`config.mk`:
```
export PLATFORM = sky130hd
export DESIGN_NAME = count_display_mux
export DESIGN_NICKNAME = d
export VERILOG_FILES = /design/src/rtl/count_display_mux.sv
export SDC_FILE = /design/constraint.sdc
export NUM_CORES = 1
export LEC_CHECK = 0
export BUFFER_PORTS_ARGS = -buffer_cell sky130_fd_sc_hd__buf_2
export CAP_MARGIN = 10
export CORE_ASPECT_RATIO = 0.8
export CORE_MARGIN = 5
export CORE_UTILIZATION = 58
export DETAILED_ROUTE_END_ITERATION = 7
export HOLD_SLACK_MARGIN = 0.1
export PLACE_DENSITY = 0.78
export SLEW_MARGIN = 20
export SYNTH_ARGS = -nofsm -noshare
export SYNTH_HDL_FRONTEND = slang
export SYNTH_SLANG_ARGS = --single-unit
```
`constraint.sdc`:
```
create_clock -name clk -period 2.8 [get_ports clk]
set_clock_uncertainty 0.2 [all_clocks]
set_input_delay 0.42 -clock clk [delete_from_list [all_inputs] [get_ports clk]]
set_output_delay 0.42 -clock clk [all_outputs]
set_load 0.02 [all_outputs]
```
`src/rtl/count_display_mux.sv`:
```
// count_display_mux
// Shows a 4-bit value (0-15) as two decimal digits on a 2-digit, common-anode,
// multiplexed seven-segment display. The digits are time-multiplexed:
// blank, units, blank, tens. The input is latched once per frame, on the
// tens -> blank edge, so a digit can never change in the middle of a frame.
// All outputs are registered, so no combinational path runs from count_in
// to a pin.
//
// Optional build macro: COUNT_DISPLAY_MUX_LZB_EN (leading-zero blanking).
// When it is defined, the tens digit stays dark for values below 10.
// State timing is the same either way.
module count_display_mux #(
   parameter int TIMER_W   = 16,
   parameter int DIG_CYC   = 50000,
   parameter int BLANK_CYC = 500
) (
   input  logic       clk,
   input  logic       rst,
   input  logic [3:0] count_in,
   output logic [6:0] seg,
   output logic [1:0] an,
   output logic       frame_tick
);

   // Elaboration-time guard: both phase lengths must fit in the timer.
   if (DIG_CYC < 1 || DIG_CYC >= (1 << TIMER_W)) begin : g_bad_dig_cyc
      $error("count_display_mux: DIG_CYC must satisfy 1 <= DIG_CYC < 2**TIMER_W");
   end
   if (BLANK_CYC < 1 || BLANK_CYC >= (1 << TIMER_W)) begin : g_bad_blank_cyc
      $error("count_display_mux: BLANK_CYC must satisfy 1 <= BLANK_CYC < 2**TIMER_W");
   end

   // Terminal timer values for each kind of phase.
   localparam logic [TIMER_W-1:0] DIG_LAST   = TIMER_W'(DIG_CYC - 1);
   localparam logic [TIMER_W-1:0] BLANK_LAST = TIMER_W'(BLANK_CYC - 1);

   // Segment constants (active-low, bit order g,f,e,d,c,b,a).
   localparam logic [6:0] SEG_OFF = 7'h7F;
   localparam logic [1:0] AN_OFF   = 2'b11;
   localparam logic [1:0] AN_UNITS = 2'b10;
   localparam logic [1:0] AN_TENS  = 2'b01;

   typedef enum logic [1:0] {
      S_BLANK_U = 2'd0,
      S_UNITS   = 2'd1,
      S_BLANK_T = 2'd2,
      S_TENS    = 2'd3
   } state_t;

   state_t             state_reg, state_next;
   logic [TIMER_W-1:0] timer_reg, timer_next;
   logic [3:0]         value_reg, value_next;
   logic [6:0]         seg_reg,   seg_next;
   logic [1:0]         an_reg,    an_next;
   logic               tick_reg,  tick_next;

   logic               phase_done;
   logic               tens_digit;
   logic [3:0]         units_digit;

   // Decimal digit to active-low segment pattern. Codes above 9 never occur
   // on the digit paths, so they simply show dark.
   function automatic logic [6:0] seg_pattern(input logic [3:0] digit);
      logic [6:0] p;
      case (digit)
         4'd0:    p = 7'h40;
         4'd1:    p = 7'h79;
         4'd2:    p = 7'h24;
         4'd3:    p = 7'h30;
         4'd4:    p = 7'h19;
         4'd5:    p = 7'h12;
         4'd6:    p = 7'h02;
         4'd7:    p = 7'h78;
         4'd8:    p = 7'h00;
         4'd9:    p = 7'h10;
         default: p = SEG_OFF;
      endcase
      return p;
   endfunction

   // Split the latched value into tens (0/1) and units (0-9). The 4-bit
   // subtract cannot wrap, because tens is set only when value_reg >= 10.
   always_comb begin
      tens_digit  = (value_reg >= 4'd10);
      units_digit = value_reg - (tens_digit ? 4'd10 : 4'd0);
   end

   // Next state, timer, capture and registered-output values.
   always_comb begin
      state_next = state_reg;
      timer_next = timer_reg + 1'b1;
      value_next = value_reg;
      tick_next  = 1'b0;
      an_next    = AN_OFF;
      seg_next   = SEG_OFF;

      // A phase ends on its last timer count; blank and digit phases differ.
      if (state_reg == S_BLANK_U || state_reg == S_BLANK_T) begin
         phase_done = (timer_reg == BLANK_LAST);
      end else begin
         phase_done = (timer_reg == DIG_LAST);
      end

      if (phase_done) begin
         timer_next = '0;
         case (state_reg)
            S_BLANK_U: state_next = S_UNITS;
            S_UNITS:   state_next = S_BLANK_T;
            S_BLANK_T: state_next = S_TENS;
            default:   state_next = S_BLANK_U;
         endcase
         // The end of the tens digit marks the frame boundary. The input is
         // latched only here, so the new value first shows in the next frame.
         if (state_reg == S_TENS) begin
            value_next = count_in;
            tick_next  = 1'b1;
         end
      end

      // Outputs are decoded from the upcoming state so they change on the
      // same edge as the state register. value_reg is stable whenever a
      // digit state is entered, because it only changes on entry to
      // S_BLANK_U.
      case (state_next)
         S_UNITS: begin
            an_next  = AN_UNITS;
            seg_next = seg_pattern(units_digit);
         end
         S_TENS: begin
`ifdef COUNT_DISPLAY_MUX_LZB_EN
            if (tens_digit) begin
               an_next  = AN_TENS;
               seg_next = seg_pattern(4'd1);
            end else begin
               an_next  = AN_OFF;
               seg_next = SEG_OFF;
            end
`else
            an_next  = AN_TENS;
            seg_next = seg_pattern({3'b000, tens_digit});
`endif
         end
         default: begin
            an_next  = AN_OFF;
            seg_next = SEG_OFF;
         end
      endcase
   end

   // State, timer, latched value and output registers. Reset wins over
   // everything.
   always_ff @(posedge clk) begin
      if (rst) begin
         state_reg <= S_BLANK_U;
         timer_reg <= '0;
         value_reg <= 4'd0;
         an_reg    <= AN_OFF;
         seg_reg   <= SEG_OFF;
         tick_reg  <= 1'b0;
      end else begin
         state_reg <= state_next;
         timer_reg <= timer_next;
         value_reg <= value_next;
         an_reg    <= an_next;
         seg_reg   <= seg_next;
         tick_reg  <= tick_next;
      end
   end

   assign seg        = seg_reg;
   assign an         = an_reg;
   assign frame_tick = tick_reg;

endmodule

```
# Word level (Yosys, flattened, before mapping)

Memories as Yosys holds them, arrays and structs flattened.
Index checks and enable logic that the tools add are counted.

Memory bits (read-only): 112
Word-level logic and storage cells: 32
Bits of input ports: 6
Flip-flop bits (word level): 32
Output and inout bits: 10
Memories kept: 1

Memory list:

| name             | words | bits a word | read ports | clocked after memory_dff | write ports | line | source |
|---|---|---|---|---|---|---|---|
| (name not given) | 16    | 7           | 1          | 0                        | 0           | 65   | `case (digit)` |

Equal/unequal tests: 7
Bitwise gates (word level): 2
Reductions and logical operators: 5
$lt $le $gt $ge: 1
Mux-type cells: 8
Add/sub/neg operators: 2

Operators by type and width:

| operator              | number |
|---|---|
| $pmux 7 s2            | 2 |
| $add 16x1->16 const B | 1 |
| $eq 16x16->1 const B  | 1 |
| $eq 16x9->1 const B   | 1 |
| $eq 2x2->1 const B    | 3 |
| $pmux 2 s3            | 1 |
| $eq 2x1->1 const B    | 2 |
| $ge 4x4->1 const B    | 1 |
| $mux 4                | 1 |
| $pmux 2 s2            | 1 |
| $reduce_or 2->1       | 2 |
| $sub 4x4->4           | 1 |
| $logic_not 2->1       | 1 |
| $mux 1                | 2 |
| $mux 2                | 1 |
| $not 1->1             | 2 |
| $reduce_and 2->1      | 1 |
| $logic_or 1x1->1      | 1 |

# Logic depth before layout (Yosys ltp)

Gate-level depths: netlist (run 1).

Depth in word-level cells: 6
Mapped depth: 9
Mapped depth without buffers: 8

# Worst setup path after synthesis (run 1)

OpenSTA, ideal clock, no wires.

Kind: register to register
Start point: register value_reg[1]
End point: register seg_reg[0] (netlist: seg[0])
Required time: 2,483 ps
Setup time: 117 ps
Buffers on the path: 1
Path slack: 585 ps
Stages on the path, launching flop included: 9
Arrival time: 1,898 ps
Period minus slack after synthesis: 2,215 ps
Path through: dfxtp_1 o21a_1 ha_1 ha_1 clkbuf_1 or2_2 a21boi_0 nor3_1 o22a_1

Cells in the longest elaborated chain, start to end: 5
Elaborated cells on any way between the ends: 7
Classes of those cells: add/sub (1); order compare (1); mux (3); bitwise (1); memory (1)

RTL lines:

| element                  | line | source |
|---|---|---|
| start: declaration       | 52   | `logic [3:0] value_reg, value_next;` |
| start signal: assignment | 163  | `value_reg <= value_next;` |
| $ge 4x4->1               | 84   | `tens_digit = (value_reg >= 4'd10);` |
| $mux 4                   | 85   | `units_digit = value_reg - (tens_digit ? 4'd10 : 4'd0);` |
| $sub 4x4->4              | 85   |  |
| $mem_v2 16x7             | n/a  |  |
| $pmux 7 s2 (*)           | 124  | `case (state_next)` |
| end signal: assignment   | 165  | `seg_reg <= seg_next;` |
| end: declaration         | 53   | `logic [6:0] seg_reg, seg_next;` |

Every way passes the cells marked *; elsewhere a longest branch is shown, timed or not. The select of a mux whose other input is x is not followed.
A chain may end at the register's enable or synchronous reset.

# Final worst setup path (run 1)

Start point: register timer_reg[0]
End point: register timer_reg[8]

Cells in the longest elaborated chain, start to end: 3
Elaborated cells on any way between the ends: 5
Classes of those cells: add/sub (1); eq/ne (2); mux (1); reduce/logical (1)

RTL lines:

| element                                                               | line | source |
|---|---|---|
| start: declaration                                                    | 51   | `logic [TIMER_W-1:0] timer_reg, timer_next;` |
| start signal: assignment                                              | 162  | `timer_reg <= timer_next;` |
| parallel branches: the longest is 3 deep, another holds $add 16x1->16 | n/a  |  |

Parallel ways; which one is timed is not known.

==> results of run 1 <==
==> cell families (layout without fill, tap and decap cells) <==
logic type | Yosys count | in the layout | synth area share [%]
AOI/OAI and AO/OA | 24 | 24 | 11.7
buffers and inverters | 17 | 32 | 4.32
and+or+nand+nor | 82 | 82 | 23.8
muxes | 8 | 8 | 4.77
xor gates and xnor gates | 16 | 16 | 8.34
DFF | 32 | 32 | 38.1
adders and majority gates | 12 | 12 | 8.93
==> per-stage QoR <==
stage	total power, mW	hold WS [ns]	instance area, um2	setup WS [ns]
finish	0.774	0.123	1840	0.291
global placement	0.495	0.270	1770	0.519
global route	0.806	0.131	1840	0.112
floorplan	0.490	0.253	1680	0.585
CTS	0.780	0.120	1840	0.307
detailed placement	0.497	0.295	1770	0.331
==> report_power, final <==
| part | switching (mW) | internal, mW |
|---|---|---|
| clock | 0.146 | 0.142 |
| sequential | 0.00585 | 0.458 |
| combinational | 0.0123 | 0.00981 |
| total | 0.164 | 0.610 |
==> routing by layer <==
layer | global-route usage (%) | vias up
li1 | - | 688
met1 | 22.3 | 608
met2 | 26.1 | 30
met3 | 4.85 | 4
met4 | 5.74 | 0
met5 | 0 | -
==> critical path, delay by kind of cell, from the launching register on <==
kind	cells	cell delay, ns
and+or+nand+nor	4	1.03
DFF	1	0.44
AOI/OAI and AO/OA	1	0.37
adders and majority gates	1	0.33
==> worst min-delay path by stage <==
stage                       startpoint           end  slack [ns]  depth (start not counted)
after floorplan           timer_reg[0]  timer_reg[0]        0.25                          1
after global placement    timer_reg[0]  timer_reg[0]        0.27                          1
after detailed placement  timer_reg[0]  timer_reg[0]        0.30                          1
after CTS                  count_in[0]  value_reg[0]        0.12                          3
after global routing       count_in[3]  value_reg[3]        0.13                          3
final                      count_in[0]  value_reg[0]        0.12                          3
==> final cells by class <==
class / count / area, um2
repair buffers: 16 / 82.6
multi-input cells: 142 / 967
clock buffers: 7 / 65.1
well taps: 38 / 47.5
inverters: 9 / 33.8
flip-flops and latches: 32 / 641
fillers: 245 / 928
==> synth_stat cells (all sizes together), types with 4 or more instances <==
cell type,n
nor3,8
nand2b,4
xor2,6
o21ai,4
nor2,36
xnor2,10
dfxtp,32
nand3,5
ha,12
clkbuf,6
mux2i,8
nand4,7
o22a,4
inv,9
nand2,10
==> flow_summary.yaml, run 1 <==
outcome:
  status: "finished, final reports clean"
final_layout:
  mostFrequentLayoutCell: "nor2_1"
  final_layout_size_suffix_gt1_share_pct: 14.1
  fin_util_pct: 66.4
  area_growth_pct: 9.31
  fin_nets: 224
  diodes: 0
  layout.cells.non_filler: 244
  largest_reg_flops: 16
  final_cell_mix: "nor2_1 (36), dfxtp_1 (32), buf_2 (15)"
route:
  routed.top_layer: "met4"
  wl_per_cell_um: 13.3
  finalWirelength_mm: 3.24
  drtPass1Iterations: 4
  route.met3.wl_um: 169
  vias_per_cell: 5.45
  wl_met2_mm: 1.42
  wl_met1_mm: 1.62
  drt-initial-drc-count: 71
  vias: 1330
  ant_nets: 0
  drc_errors: 0
placed_design:
  port_buffers: 15
  place_congestion: 0.880
  dpl.cell_count: 237
  dpl.hpwl_mm: 2.46
yosys:
  synth_cell_types: 38
  syn-cell-area_um2: 1680
  yosys-top-cells-area: "dfxtp_1 (38%), ha_1 (8.9%), nor2_1 (8.0%)"
  syn_nets: 209
  synthCells: 191
  synth_warnings: 0
  synth_top_area_share_pct: 38.1
  yosys.area.top_type: "dfxtp_1"
  synth_edf_count: 0
  async_reset_ff_share_pct: 0
  ys_ff_latch: 32
  seq_area_frac_synth_pct: 38.1
  syn_area_per_cell_um2: 8.80
  synthFlopType: "dfxtp_1"
pwr:
  p_per_area_nw_per_um2: 421
  p_leak_nw: 0.769
  peakVddDrop_mv: 0.296
setup_path:
  critPathRequiredTime_ns: 2.79
  cp_max_fo: 16
  critical_path_class: "reg2reg"
  regToRegStartpoint: "timer_reg[0]"
  startpoint: "timer_reg[0]"
  crit_end: "timer_reg[8]"
  crit_arrival_ns: 2.50
  critPathSlowestCell: "nand2b_1"
  crit_path_cell_trace: "ha_1, nand4b_1, a211oi_1, nand3_2, nand2b_1, nor2_1"
  r2r_slack_ns: 0.29
  rr_endpoint: "timer_reg[8]"
  slowest_delay_ns: 0.51
  reg2reg_depth: 6
  start_kind: "flop"
  crit_path_end_kind: "flop"
sta:
  setup_tns_ns: 0
  fmax_mhz: 399
  fin_crit_sh_pct: 89.6
  period_needed_ns: 2.51
  finalMaxSlewViolations: 0
  relSlewSlack_pct: 61.3
  hold_viol: 0
  tightest_slew_ns: 0.580
  rsz0062_at_grt: "no"
  setup_violations: 0
die:
  fp-row-count: 17
  die_area_um2: 4080
  design.core.area_um2: 2770
  die_x_um: 70.2
  initial_core_util_pct: 60.8
  boundaryPins: 16
  die_h_um: 58.1
global_route:
  track_usage_pct: 16.8
  grt_antenna_before_repair: 0
  grt_max_degree: 17
  grt_pass1_wl_mm: 5.44
  grt_pass1_vias: 1214
  grt_overflow: 0
cts:
  numCtsBuffers: 5
  cts_sinks: 32
  clock-root-buffer: "clkbuf_4"
  clkTransAtPathRegs_ns: 0.10
  clk_latency_ns: 0.33
  h-tree-depth: 2
  cts-hold-fix-buffers: 0
  cts_buffer_depth: 2
  cts-resized-gates: 0
  cts_setup_buffers: 0
  cts_tree: "yes"
flow_run:
  cap_violations: 0
min_path:
  min_path_type: "in2reg"
No activity file was read; power rests on OpenSTA's default activity.
==> run 2, diff against run 1 <==
clock period = 2.35 ns   (was 2.8 ns; I/O delays follow)
==> flow_summary.yaml, run 2 (synthesis gave the netlist of run 1 again) <==
outcome:
  status: "finished, final reports clean"
pwr:
  power_frac_comb_pct: 4.4
  p_per_area_nw_per_um2: 476
  swShare_pct: 23.0
  power.internal_mw: 0.710
  p_leak_nw: 0.814
  clkPwrFrac_pct: 35.9
  peakVddDrop_mv: 0.288
  share_seq_of_total_power_pct: 59.7
  p_sw_mw: 0.212
die:
  fp-row-count: 17
  die_x_um: 70.2
  design.core.area_um2: 2770
  initial_core_util_pct: 60.8
  die_area_um2: 4080
  die_h_um: 58.1
  boundaryPins: 16
final_layout:
  area_growth_pct: 15.3
  regArea_um2: 641
  nFillCells: 231
  final_layout_size_suffix_gt1_share_pct: 17.5
  largest_reg_flops: 16
  mostFrequentLayoutCell: "nor2_1"
  final_cell_mix: "nor2_1 (35), dfxtp_1 (32), buf_2 (15)"
  fin_nets: 234
  diodes: 0
  multi_input_area_um2: 985
sta:
  fin_crit_sh_pct: 94.8
  setup_violations: 0
  finalMaxSlewViolations: 0
  fin_ws_ns: 0.123
  rsz0062_at_grt: "no"
  fmax_mhz: 449
  tightest_slew_ns: 0.423
  relSlewSlack_pct: 71.8
  hold_viol: 0
  setup_tns_ns: 0
  period_needed_ns: 2.23
  hold_slack_ns: 0.358
route:
  wl_per_cell_um: 13.1
  drt-initial-drc-count: 108
  drc_errors: 0
  vias: 1397
  finalWirelength_mm: 3.34
  vias_per_cell: 5.48
  ant_nets: 0
  drtPass1Iterations: 4
min_path:
  min_from: "timer_reg[0]"
  whs_path_depth: 2
  min_path_type: "reg2reg"
  hold_end: "timer_reg[0]"
cts:
  clk_latency_ns: 0.33
  numCtsBuffers: 5
  clock-root-buffer: "clkbuf_4"
  cts_tree: "yes"
  clkTransAtPathRegs_ns: 0.10
  cts_sinks: 32
  cts_buffer_depth: 2
  h-tree-depth: 2
global_route:
  grt_max_degree: 17
  grt_overflow: 0
  grt_pass1_vias: 1256
  grt_antenna_before_repair: 0
  track_usage_pct: 17.0
  grt_pass1_wl_mm: 5.57
setup_path:
  r2r_slack_ns: 0.12
  start_kind: "flop"
  critPathSlowestCell: "or4_4"
  slowest_delay_ns: 0.57
  rr_endpoint: "seg[5]"
  crit_path_cell_trace: "or4_4, o31ai_4, nand3_2, a211o_1, o22a_1"
  crit_path_end_kind: "flop"
  startpoint: "state_reg[0]"
  regToRegStartpoint: "state_reg[0]"
  crit_arrival_ns: 2.25
  critPathRequiredTime_ns: 2.37
  critical_path_class: "reg2reg"
  cp_max_fo: 7
  reg2reg_depth: 5
placed_design:
  port_buffers: 15
  preCtsSetupSlack_ns: 0.0818
  dpl.hpwl_mm: 2.44
  place_congestion: 0.863
flow_run:
  cap_violations: 0
-- run 2: final cells by class --
| class | count | share of cell area [%] |
|---|---|---|
| flip-flops and latches | 32 | 33.1 |
| multi-input cells | 142 | 50.8 |
| inverters | 9 | 1.74 |
| clock buffers | 6 | 2.65 |
| clock inverters | 2 | 0.516 |
| well taps | 38 | 2.45 |
| repair buffers | 26 | 8.78 |
-- run 2: what timing repair did --
action                                 CTS  global route
setup buffers                            0             0
setup endpoints to repair                0             4
resized for setup                        0             5
hold buffers                             5             0
endpoints found under the hold margin    5             0
-- run 2: worst max path at each step --
stage | end | slack, ns | cells past startpoint
6_report | seg[5] | 0.12 | 5
5_1_grt | seg[5] | 0.03 | 5
4_1_cts | seg[0] | 0.07 | 7
3_5_place_dp | seg[0] | 0.08 | 7
3_3_place_gp | seg[0] | 0.14 | 7
2_1_floorplan | seg[0] | 0.13 | 8
-- run 2: worst max-delay path, delay by kind of cell (launching register included) --
kind | cells | cell delay [ns]
simple gates | 2 | 0.74
flops | 1 | 0.38
compound gates | 3 | 0.81
-- run 2: metrics by stage --
stage               cell area, um2  util [%]  std cells  power (mW)
floorplan                     1680         -        191       0.584
global placement              1810      65.4        242       0.596
detailed placement            1810      65.4        242       0.597
CTS                           1920      69.5        255       0.932
global route                  1940      70.1        255       0.963
finish                        1940      70.1        255       0.923
-- run 2: per-layer routing --
| layer | global-route usage, % | part of all wire, % | vias to the layer above |
|---|---|---|---|
| met1 | 23.5 | 50 | 647 |
| li1 | - | - | 709 |
| met5 | 0 | 0 | - |
| met2 | 26.1 | 44 | 36 |
| met3 | 4.85 | 5.7 | 5 |
| met4 | 4.10 | 0.81 | 0 |
-- run 2: power by group through the flow --
stage	Sequential, mW	Combinational [mW]	Clock, mW
after floorplan	0.563	0.0201	0
after global placement	0.563	0.0331	0
after detailed placement	0.563	0.0341	0
after CTS	0.550	0.0405	0.341
after global routing	0.551	0.0459	0.366
final	0.550	0.0410	0.331
==> run 3, diff against run 2 <==
ABC_AREA = 1   (was not set)
CELL_PAD_IN_SITES_DETAIL_PLACEMENT = 0   (was not set)
CELL_PAD_IN_SITES_GLOBAL_PLACEMENT = 2   (was not set)
CORE_UTILIZATION = 34   (was 58)
PLACE_DENSITY = not set   (was 0.78)
PLACE_DENSITY_LB_ADDON = 0.1   (was not set)
==> flow_summary.yaml, run 3 <==
outcome:
  status: "finished, final reports clean"
global_route:
  grt_antenna_before_repair: 0
  grt_pass1_wl_mm: 5.70
  grt_overflow: 0
  track_usage_pct: 11.4
  grt_max_degree: 17
  grt_pass1_vias: 1275
cts:
  cts_sinks: 32
  clkTransAtPathRegs_ns: 0.07
  clock-root-buffer: "clkbuf_8"
  cts-resized-gates: 0
  cts_buffer_depth: 2
  h-tree-depth: 2
  cts_setup_buffers: 0
  clk_latency_ns: 0.28
  cts_tree: "yes"
  numCtsBuffers: 5
  cts-hold-fix-buffers: 4
final_layout:
  fin_nets: 263
  area_growth_pct: 18.4
  mostFrequentLayoutCell: "nand2_1"
  final_cell_mix: "nand2_1 (48), dfxtp_1 (32), nor2_1 (28)"
  largest_reg_flops: 16
  diodes: 0
  final_layout_size_suffix_gt1_share_pct: 19.5
yosys:
  synthSimpleGateAreaFrac_pct: 35.6
  yosys.area.top_type: "dfxtp_1"
  syn_nets: 236
  synth_top_area_share_pct: 38.1
  yosys-top-cells-area: "dfxtp_1 (38%), nand2_1 (11%), ha_1 (8.9%)"
  synth_cell_types: 31
  synth_mux_area_share_pct: 0
  synthFlopType: "dfxtp_1"
  seq_area_frac_synth_pct: 38.1
  syn-cell-area_um2: 1680
  synth_top_family_by_area: "simple AND/OR/NAND/NOR gates"
  syn_area_per_cell_um2: 7.72
  async_reset_ff_share_pct: 0
  synthCells: 218
  yosysMostFrequentCell: "nand2_1"
  synthXorXnorAreaFrac_pct: 4.61
  synth_warnings: 0
  synth_compound_area_share_pct: 6.32
  synthAdderAreaFrac_pct: 8.92
  synth_edf_count: 0
  synth_common_cells: "nand2_1 (48), dfxtp_1 (32), nor2_1 (28), inv_1 (24)"
  ys_ff_latch: 32
route:
  drc_errors: 0
  vias: 1386
  finalWirelength_mm: 3.41
  vias_per_cell: 4.53
  ant_nets: 0
  wl_per_cell_um: 11.2
  drt-initial-drc-count: 45
  drtPass1Iterations: 4
pwr:
  power.internal_mw: 0.872
  share_seq_of_total_power_pct: 50.2
  swShare_pct: 20.3
  peakVddDrop_mv: 0.434
  power_frac_comb_pct: 2.5
  p_sw_mw: 0.222
  clkPwrFrac_pct: 47.3
  p_leak_nw: 0.825
  p_per_area_nw_per_um2: 549
sta:
  relSlewSlack_pct: 76.7
  fin_ws_ns: 0.237
  period_needed_ns: 2.11
  setup_violations: 0
  fin_crit_sh_pct: 89.9
  finalMaxSlewViolations: 0
  fmax_mhz: 473
  rsz0062_at_grt: "no"
  setup_tns_ns: 0
  tightest_slew_ns: 0.347
  hold_viol: 0
die:
  die_x_um: 88.7
  fp-row-count: 22
  boundaryPins: 16
  die_area_um2: 6470
  initial_core_util_pct: 36.0
  die_h_um: 72.9
  design.core.area_um2: 4680
min_path:
  min_path_type: "in2reg"
  whs_path_depth: 3
placed_design:
  port_buffers: 15
  preCtsSetupSlack_ns: 0.250
  dpl.hpwl_mm: 2.75
  place_congestion: 0.740
setup_path:
  critPathRequiredTime_ns: 2.33
  path_depth: 10
  crit_arrival_ns: 2.09
  crit_path_cell_trace: "inv_1, a21oi_1, ha_1, ha_1, inv_1, or2_2, o21ai_0, o21ai_0, nand3_1, nand2_1"
  cp_max_fo: 8
  r2r_slack_ns: 0.24
  critical_path_class: "reg2reg"
  crit_path_end_kind: "flop"
  start_kind: "flop"
  crit_family: "adder cells"
  slowest_delay_ns: 0.38
  critPathSlowestCell: "ha_1"
  crit_buf_inv: 2
  reg2reg_depth: 10
flow_run:
  cap_violations: 0
==> run 3: changes by cell type after synthesis, moves of 6 or more <==
cell,before,now
clkbuf_1,6,0
inv_1,9,24
mux2i_1,8,0
nand2_1,10,48
nand3_1,4,10
nor2_1,36,28
o21ai_0,4,12
xnor2_1,10,1
==> run 3: routing by layer <==
layer / vias to the layer above / global-route usage [%] / routed length [um]
met1: 602 / 17.2 / 1930
met3: 4 / 3.84 / 212
met5: - / 0 / 0
met2: 32 / 15.2 / 1240
met4: 0 / 3.02 / 27
li1: 748 / - / -
==> run 3: cells by family after synthesis <==
kind of cell	after synthesis
AO/OA/AOI/OAI	20
buffers and inverters	28
adder cells (fa/ha/maj)	12
AND/OR/NAND/NOR	118
XOR/XNOR	8
flip-flops	32
==> run 3: cell type report <==
| class | instances | area, um2 |
|---|---|---|
| sequential | 32 | 641 |
| clock inverter | 3 | 42.5 |
| clock buffer | 5 | 68.8 |
| multi-input combinational | 158 | 933 |
| timing repair buffer | 21 | 130 |
| tap | 60 | 75.1 |
| fill | 505 | 2690 |
| inverter | 27 | 101 |
==> run 3: per-stage QoR <==
stage | total power [mW] | utilization (%) | hold slack, ns | cells | cell area, um2
global placement | 0.584 | 39.3 | 0.230 | 294 | 1840
finish | 1.09 | 42.6 | 0.108 | 306 | 1990
global route | 1.14 | 42.6 | 0.103 | 306 | 1990
CTS | 1.12 | 42.6 | 0.101 | 306 | 1990
floorplan | 0.576 | - | 0.217 | 218 | 1680
detailed placement | 0.585 | 39.3 | 0.244 | 294 | 1840
==> run 3: power groups by stage <==
stage / combinational (mW) / clock, mW / sequential [mW]
after CTS: 0.0281 / 0.538 / 0.549
after detailed placement: 0.0233 / 0 / 0.562
after floorplan: 0.0150 / 0 / 0.561
final: 0.0273 / 0.517 / 0.549
after global placement: 0.0225 / 0 / 0.562
after global routing: 0.0310 / 0.560 / 0.550
==> run 3: final timing paths <==
check,from,end
worst max-delay path,value_reg[2],seg[0]
worst min-delay path,count_in[2],value_reg[2]
worst max register to register,value_reg[2],seg[0]
worst min register to register,timer_reg[0],timer_reg[0]
==> run 3: tightest hold or removal path, delay by kind of cell <==
kind | cells | cell delay, ns
buffers and inverters | 1 | 0.08
AND/OR/NAND/NOR | 2 | 0.12
